`config.mk`:
```
export PLATFORM = sky130hd
export DESIGN_NAME = ripple_add_sequencer
export DESIGN_NICKNAME = d
export VERILOG_FILES = /design/src/rtl/ripple_add_sequencer.sv
export SDC_FILE = /design/constraint.sdc
export NUM_CORES = 1
export LEC_CHECK = 0
export CORE_MARGIN = 8
export CORE_UTILIZATION = 35
export DETAILED_ROUTE_END_ITERATION = 10
export DONT_BUFFER_PORTS = 1
export PLACE_DENSITY = 0.49
export SLEW_MARGIN = 15
export SYNTH_ARGS = -nofsm -noshare
export SYNTH_HDL_FRONTEND = slang
export SYNTH_SLANG_ARGS = --single-unit
```
`constraint.sdc`:
```
create_clock -name clk -period 2 [get_ports clk]
set_input_delay 0.1 -clock clk [delete_from_list [all_inputs] [get_ports clk]]
set_output_delay 0.1 -clock clk [all_outputs]
set_load 0.005 [all_outputs]
```
`src/rtl/ripple_add_sequencer.sv`:
```
// ripple_add_sequencer: multi-byte add/subtract driving an external 8-bit ripple adder,
// one byte per clock, LSB first, with a registered inter-slice carry.
module ripple_add_sequencer #(
    parameter int NBYTES = 4,
    localparam int W = 8 * NBYTES,
    localparam int IW = (NBYTES > 1) ? $clog2(NBYTES) : 1
) (
    input  logic         clk,
    input  logic         rst_n,
    input  logic         start,
    input  logic         sub,
    input  logic [W-1:0] op_a,
    input  logic [W-1:0] op_b,
    output logic         busy,
    output logic         done,
    output logic [W-1:0] result,
    output logic         cy_out,
    output logic         ovf,
    output logic [7:0]   adder_a,
    output logic [7:0]   adder_b,
    output logic         adder_cin,
    input  logic [7:0]   adder_sum,
    input  logic         adder_cout
);
    typedef enum logic [1:0] {IDLE, RUN, DONE} state_t;

    state_t        state, state_nxt;
    logic [IW-1:0] idx;
    logic [W-1:0]  a_q, b_q;
    logic          sub_q, carry, last, run;

    assign run  = (state == RUN);
    assign last = (idx == IW'(NBYTES - 1));

    always_comb begin
        state_nxt = state;
        state_nxt = (state == IDLE && start) ? RUN :
                    (run && last)            ? DONE :
                    (state == DONE)          ? IDLE : state;
        busy      = run;
        done      = (state == DONE);
        adder_a   = run ? a_q[{idx, 3'b000} +: 8] : 8'd0;
        adder_b   = run ? (b_q[{idx, 3'b000} +: 8] ^ {8{sub_q}}) : 8'd0;
        adder_cin = run & carry;
    end

    always_ff @(posedge clk or negedge rst_n) begin
        if (!rst_n) begin
            state  <= IDLE;
            idx    <= '0;
            carry  <= 1'b0;
            a_q    <= '0;
            b_q    <= '0;
            sub_q  <= 1'b0;
            result <= '0;
            cy_out <= 1'b0;
            ovf    <= 1'b0;
        end else begin
            state <= state_nxt;
            if (state == IDLE && start) begin
                a_q   <= op_a;
                b_q   <= op_b;
                sub_q <= sub;
                idx   <= '0;
                carry <= sub;
            end else if (run) begin
                result[{idx, 3'b000} +: 8] <= adder_sum;
                carry <= adder_cout;
                if (last) begin
                    cy_out <= adder_cout;
                    // overflow: same-sign operands (after inversion) produced an opposite-sign sum
                    ovf    <= (adder_a[7] == adder_b[7]) && (adder_sum[7] != adder_a[7]);
                end else begin
                    idx <= idx + 1'b1;
                end
            end
        end
    end
endmodule

```
==> flow_summary.json, run 1 <==
{
  "grt_max_degree": 105,
  "ff_latch_area_um2": 2600,
  "setup-tns-final_ns": 0,
  "dieWidth_um": 130,
  "fin_crit_ns": 1.88,
  "drv_cap": 0,
  "postSynthCellCount": 332,
  "hold_buffers": 74,
  "synth_edf_count": 0,
  "drtIter0Drc": 105,
  "die_h_um": 130,
  "max_freq_ghz": 0.531,
  "clk_latency_ns": 0.35,
  "final_cell_mix": "dfrtp_1 (103), dlygate4sd3_1 (74), mux2_2 (65)",
  "r2r_start": "idx[0]",
  "core_um2": 12700,
  "viasPerCell": 4.91,
  "instances_no_fill": 588,
  "wl_per_cell_um": 19.2,
  "timing.final.crit_share_pct": 94.1,
  "ys_ff_latch": 104,
  "grt_pass1_wl_um": 17800,
  "cp_max_fo": 8,
  "worst_hold_slack_ns": -0.555,
  "netlist_area_um2": 4580,
  "grt_usage_pct": 13.8,
  "nets": 493,
  "cts_buffers": 9,
  "place_ws_ns": 0.238,
  "cts_buffer_depth": 2,
  "r2r_end": "result[2]",
  "setup_viol": 0,
  "slew_viol_final": 0,
  "wl_um": 11300,
  "synth_cell_types": 31,
  "cts.sinks": 104,
  "outcome": "finished, violations left",
  "ys_seq_area_share_pct": 56.9,
  "syn_area_per_cell_um2": 13.8,
  "cp.arrival_ns": 1.78,
  "path_class": "reg2out",
  "drtAntennaViolNets": 0,
  "port_buffers": 0,
  "antenna_cells": 0,
  "violations": "hold timing",
  "placedCellCount": 496,
  "hpwl_um": 7910,
  "cts-root-buf": "clkbuf_16",
  "ys_top_cells_by_area": "dfrtp_1 (57%), mux2_2 (16%), mux4_2 (7.9%)",
  "dr.pass1.iters": 4,
  "antenna_found_initial": 0,
  "synth.largest_area_cell": "dfrtp_1",
  "fin_skew_ns": 0.00682,
  "design.die.area_um2": 17000,
  "fin_ws_ns": 0.119,
  "fp-row-count": 41,
  "synthesis.nets": 414,
  "synth_warnings": 0,
  "rr_worst_depth": 5,
  "nFillCells": 1159,
  "async_reset_ff_share_pct": 100,
  "drive_gt1_share_pct": 28.1,
  "leakage_nw": 2.44,
  "synth_top_cell_area_share_pct": 56.9,
  "area_growth_pct": 27.9,
  "ios": 130,
  "tightest_slew_ns": 0.492,
  "synthFlopType": "dfrtp_1",
  "cts_tree": "yes",
  "multiInputGateArea_um2": 1870,
  "overflow": 0,
  "drc": 0,
  "peakVddDrop_v": 0.000898,
  "vias": 2885,
  "place.gp.congestion": 0.757,
  "grt_pass1_vias": 3133,
  "cp.required_ns": 1.90,
  "clk_pin_slew_worst_paths_ns": 0.07,
  "initial_core_util_pct": 36.1,
  "crit_path_end_kind": "primary output",
  "h-tree-depth": 3,
  "rsz0062_at_grt": "no",
  "hold_violations": 104,
  "critPathLaunchType": "register",
  "mostFrequentLayoutCell": "dfrtp_1",
  "regToRegSetupSlack_ns": 0.13,
  "hp-class": "in2async",
  "p_per_area_nw_per_um2": 1550,
  "maxSlewHeadroom_pct": 67.0
}
## timing repair
action,4_1_cts,5_1_grt
endpoints found under the setup margin,0,6
gates resized for setup,0,5
hold endpoints to repair,203,104
buffers inserted,0,2
## final cells by class
cell class,instances,area share (%)
inverter,4,0.256
clock inverter,4,0.492
sequential,104,44.5
timing repair buffer,87,14.7
tap,172,3.68
clock buffer,12,4.38
multi-input combinational,205,32.0
## worst max path at each step
| stage | startpoint | to | slack (ns) | cells after the start |
|---|---|---|---|---|
| 3_5_place_dp | idx[0] | result[2] | 0.24 | 4 |
| 4_1_cts | idx[0] | adder_b[2] | 0.02 | 4 |
| 6_report | idx[0] | adder_b[2] | 0.12 | 4 |
| 2_1_floorplan | idx[1] | result[14] | 0.1 | 8 |
| 3_3_place_gp | idx[0] | result[3] | 0.30 | 4 |
| 5_1_grt | idx[0] | adder_b[2] | 0.02 | 4 |
## layer usage
layer	wire length, um	share of wire [%]	vias to the layer above	global-route usage (%)
met1	4460	40	1460	15.8
li1	-	-	1331	-
met3	1060	9.4	5	6.24
met4	95	0.84	0	3.24
met2	5650	50	89	23.3
met5	0	0	-	0
## Yosys cell counts (2+ instances only)
library cell,count
xnor2_1,8
buf_2,11
and2_1,9
dfrtp_1,104
mux4_2,16
a22o_1,16
clkbuf_1,5
inv_1,4
nand2_1,40
mux2_2,65
and3_1,2
nor2_1,11
ha_1,5
o21ai_0,19
## power breakdown
group	internal, W	switching (W)
Combinational	0.00198	0.00157
Sequential	0.00313	0.000672
Clock	0.000913	0.000774
Total	0.00603	0.00301
## metrics by stage
step	cell area [um^2]	utilization [%]	hold slack, ns	total power (W)
final	5850	46.2	-0.555	0.00905
after global routing	5850	46.2	-0.586	0.00971
after CTS	5820	46.0	-0.572	0.00915
after detailed placement	4800	37.9	-0.190	0.00729
after global placement	4800	37.9	-0.191	0.00718
after floorplan	4580	-	-0.196	0.00639
## registers in the layout, summed over array words and instances (netlist names)
signal / flops
carry: 1
state: 2
result: 32
ovf: 1
sub_q: 1
cy_out: 1
idx: 2
b_q: 32
a_q: 32
## cell families (layout without fill, tap and decap cells)
family | Yosys count | after routing | synth area share [%]
simple gates | 70 | 70 | 7.57
xor+xnor | 9 | 9 | 1.89
buf+inv | 23 | 107 | 2.46
fa+ha+maj | 5 | 5 | 1.37
flops | 104 | 104 | 56.9
mux | 82 | 82 | 24.1
compound gates | 39 | 39 | 5.77
## critical path: stages, from the launching register on
cell	delay, ns
dfrtp_2	0.44
buf_6	0.18
mux4_2	0.53
xnor2_1	0.14
nor2_1	0.15
Note: power is estimated with default switching activity, not from simulation.
==> run 2: changes to the inputs <==
--- a/config.mk
+++ b/config.mk
@@ -5,11 +5,12 @@
 export SDC_FILE = /design/constraint.sdc
 export NUM_CORES = 1
 export LEC_CHECK = 0
+export CAP_MARGIN = 20
 export CORE_MARGIN = 8
-export CORE_UTILIZATION = 35
+export CORE_UTILIZATION = 57
 export DETAILED_ROUTE_END_ITERATION = 10
 export DONT_BUFFER_PORTS = 1
-export PLACE_DENSITY = 0.49
+export PLACE_DENSITY = 0.73
 export SLEW_MARGIN = 15
 export SYNTH_ARGS = -nofsm -noshare
 export SYNTH_HDL_FRONTEND = slang
==> constraint.sdc (replaced) <==
create_clock -name clk -period 1.63 [get_ports clk]
set_input_delay 0.0815 -clock clk [delete_from_list [all_inputs] [get_ports clk]]
set_output_delay 0.0815 -clock clk [all_outputs]
set_load 0.005 [all_outputs]
==> run 2 against run 1 <==
Net effect: clock skew up 0.0063 ns; critical endpoint is now adder_a[1]; the run ends with hold timing, setup timing left; die area is 34% lower; sequential cell count unchanged; setup slack worse by 0.34 ns; critical path depth is the same; register-to-register slack lost 0.26 ns; final cell count shrank 10%; highest routed layer unchanged; sequential share of layout area is essentially flat; routed wire length is 1.7% lower.
==> flow_summary.json, run 2 (same netlist as run 1, synthesis figures left out) <==
{
  "drc": 0,
  "hold_buffers": 74,
  "ios": 130,
  "drtIter0Drc": 118,
  "cp_max_fo": 6,
  "hold_violations": 104,
  "cts_buffers": 9,
  "power.switching_w": 0.00387,
  "worst_hold_slack_ns": -0.588,
  "largestRegisters": "a_q (32), b_q (32), result (32)",
  "placedCellCount": 433,
  "timing.final.crit_share_pct": 113,
  "design.die.area_um2": 11200,
  "fin_ws_ns": -0.219,
  "cts.sinks": 104,
  "leakage_nw": 2.47,
  "grt_max_degree": 105,
  "wl_per_cell_um": 20.9,
  "final_cell_mix": "dfrtp_1 (102), dlygate4sd3_1 (74), mux2_2 (65)",
  "power.share.clock_pct": 13.8,
  "drtAntennaViolNets": 0,
  "mostFrequentLayoutCell": "dfrtp_1",
  "p_int_w": 0.00743,
  "vias": 2955,
  "grt_usage_pct": 20.1,
  "p_seq_share_pct": 41.7,
  "clk_pin_slew_worst_paths_ns": 0.10,
  "grt_pass1_vias": 3324,
  "cp.arrival_ns": 1.77,
  "hpwl_um": 7390,
  "slew_viol_final": 0,
  "die_h_um": 106,
  "p_sw_share_pct": 34.2,
  "critPathLaunchType": "register",
  "cp.required_ns": 1.55,
  "p_comb_share_pct": 44.5,
  "place.gp.congestion": 0.743,
  "h-tree-depth": 3,
  "post-route-cell-area_um2": 5860,
  "highest_layer": "met4",
  "met3_length_um": 907,
  "instances_no_fill": 529,
  "maxSlewHeadroom_pct": 78.8,
  "port_buffers": 0,
  "cts_buffer_depth": 2,
  "overflow": 0,
  "initial_core_util_pct": 58.9,
  "place_ws_ns": -0.0586,
  "dieWidth_um": 106,
  "cts_tree": "yes",
  "nets": 504,
  "fin_util_pct": 75.5,
  "wl_met1_um": 4130,
  "grt_pass1_wl_um": 17700,
  "clk_latency_ns": 0.35,
  "crit_path_end_kind": "primary output",
  "viasPerCell": 5.59,
  "rsz0062_at_grt": "yes",
  "tightest_slew_ns": 0.317,
  "fp-row-count": 32,
  "antenna_found_initial": 1,
  "area_growth_pct": 28.0,
  "core_um2": 7770,
  "fin_crit_ns": 1.85,
  "wl_um": 11100,
  "drive_gt1_share_pct": 34.7,
  "setup_viol": 17,
  "fin_skew_ns": 0.0131,
  "cts-root-buf": "clkbuf_8",
  "wl_met2_um": 5870,
  "dr.pass1.iters": 4,
  "max_freq_ghz": 0.541,
  "nFillCells": 511,
  "outcome": "finished, violations left",
  "peakVddDrop_v": 0.00110,
  "p_per_area_nw_per_um2": 1930,
  "drv_cap": 0,
  "path_class": "reg2out",
  "place_area_um2": 4780,
  "hp-class": "in2async",
  "violations": "hold timing, setup timing"
}
run 2: cell count changes in the layout (fill, tap and decap cells not counted), moves of 4 or more:
cell       change
o21ai_0       -14
o21ai_1       +12
buf_4         +11
clkbuf_16      -9
clkbuf_8       +7
nand2_1        -4
nand2_2        +4
run 2: worst paths after layout:
path	from	endpoint	slack [ns]	cells after the start
max reg2reg	idx[0]	ovf	-0.13	5
min reg2reg	a_q[4]	a_q[4]	0.51	1
max in group asynchronous	rst_n	a_q[24]	2.03	0
min	rst_n	result[13]	-0.59	0
min in group clk	adder_sum[7]	ovf	0.07	2
max	idx[0]	adder_a[1]	-0.22	4
run 2: what timing repair did:
item,in CTS,in global routing
cloned,0,0
resized for setup,14,33
pin swaps,7,17
hold endpoints to repair,203,104
buffers inserted,3,3
setup endpoints to repair,37,42
run 2: area by class of cell:
type	count	area, um^2	share of cell area, %
Clock buffer	10	128	2.18
Inverter	4	22.5	0.384
Clock inverter	5	58.8	1.00
Timing Repair Buffer	98	952	16.2
Tap cell	102	128	2.18
Sequential cell	104	2610	44.4
Antenna cell	1	2.50	0.0427
Multi-Input combinational cell	205	1960	33.5
run 2: stage by stage:
stage	setup TNS [ns]	total power [W]
after floorplan	0	0.00795
after global placement	-0.00431	0.00886
after detailed placement	-0.167	0.00908
after CTS	-3.87	0.0111
after global routing	-4.94	0.0120
final	-3.17	0.0113
run 2: critical path: stages, from the launching register on:
cell and delay [ns]:
dfrtp_2 0.45, buf_4 0.16, buf_8 0.13, mux4_2 0.49, and2_1 0.19
run 2: per-layer routing:
metal | up-vias | global-route usage (%)
li1 | 1357 | -
met4 | 0 | 6.83
met3 | 14 | 6.64
met1 | 1488 | 22.4
met5 | - | 0
met2 | 96 | 35.3
run 2: power groups by stage:
| stage | logic, W | registers [W] | clock network, W |
|---|---|---|---|
| CTS | 0.00478 | 0.00471 | 0.00158 |
| detailed placement | 0.00433 | 0.00475 | 0 |
| floorplan | 0.00354 | 0.00440 | 0 |
| finish | 0.00503 | 0.00471 | 0.00156 |
| global placement | 0.00418 | 0.00468 | 0 |
| global route | 0.00547 | 0.00491 | 0.00167 |
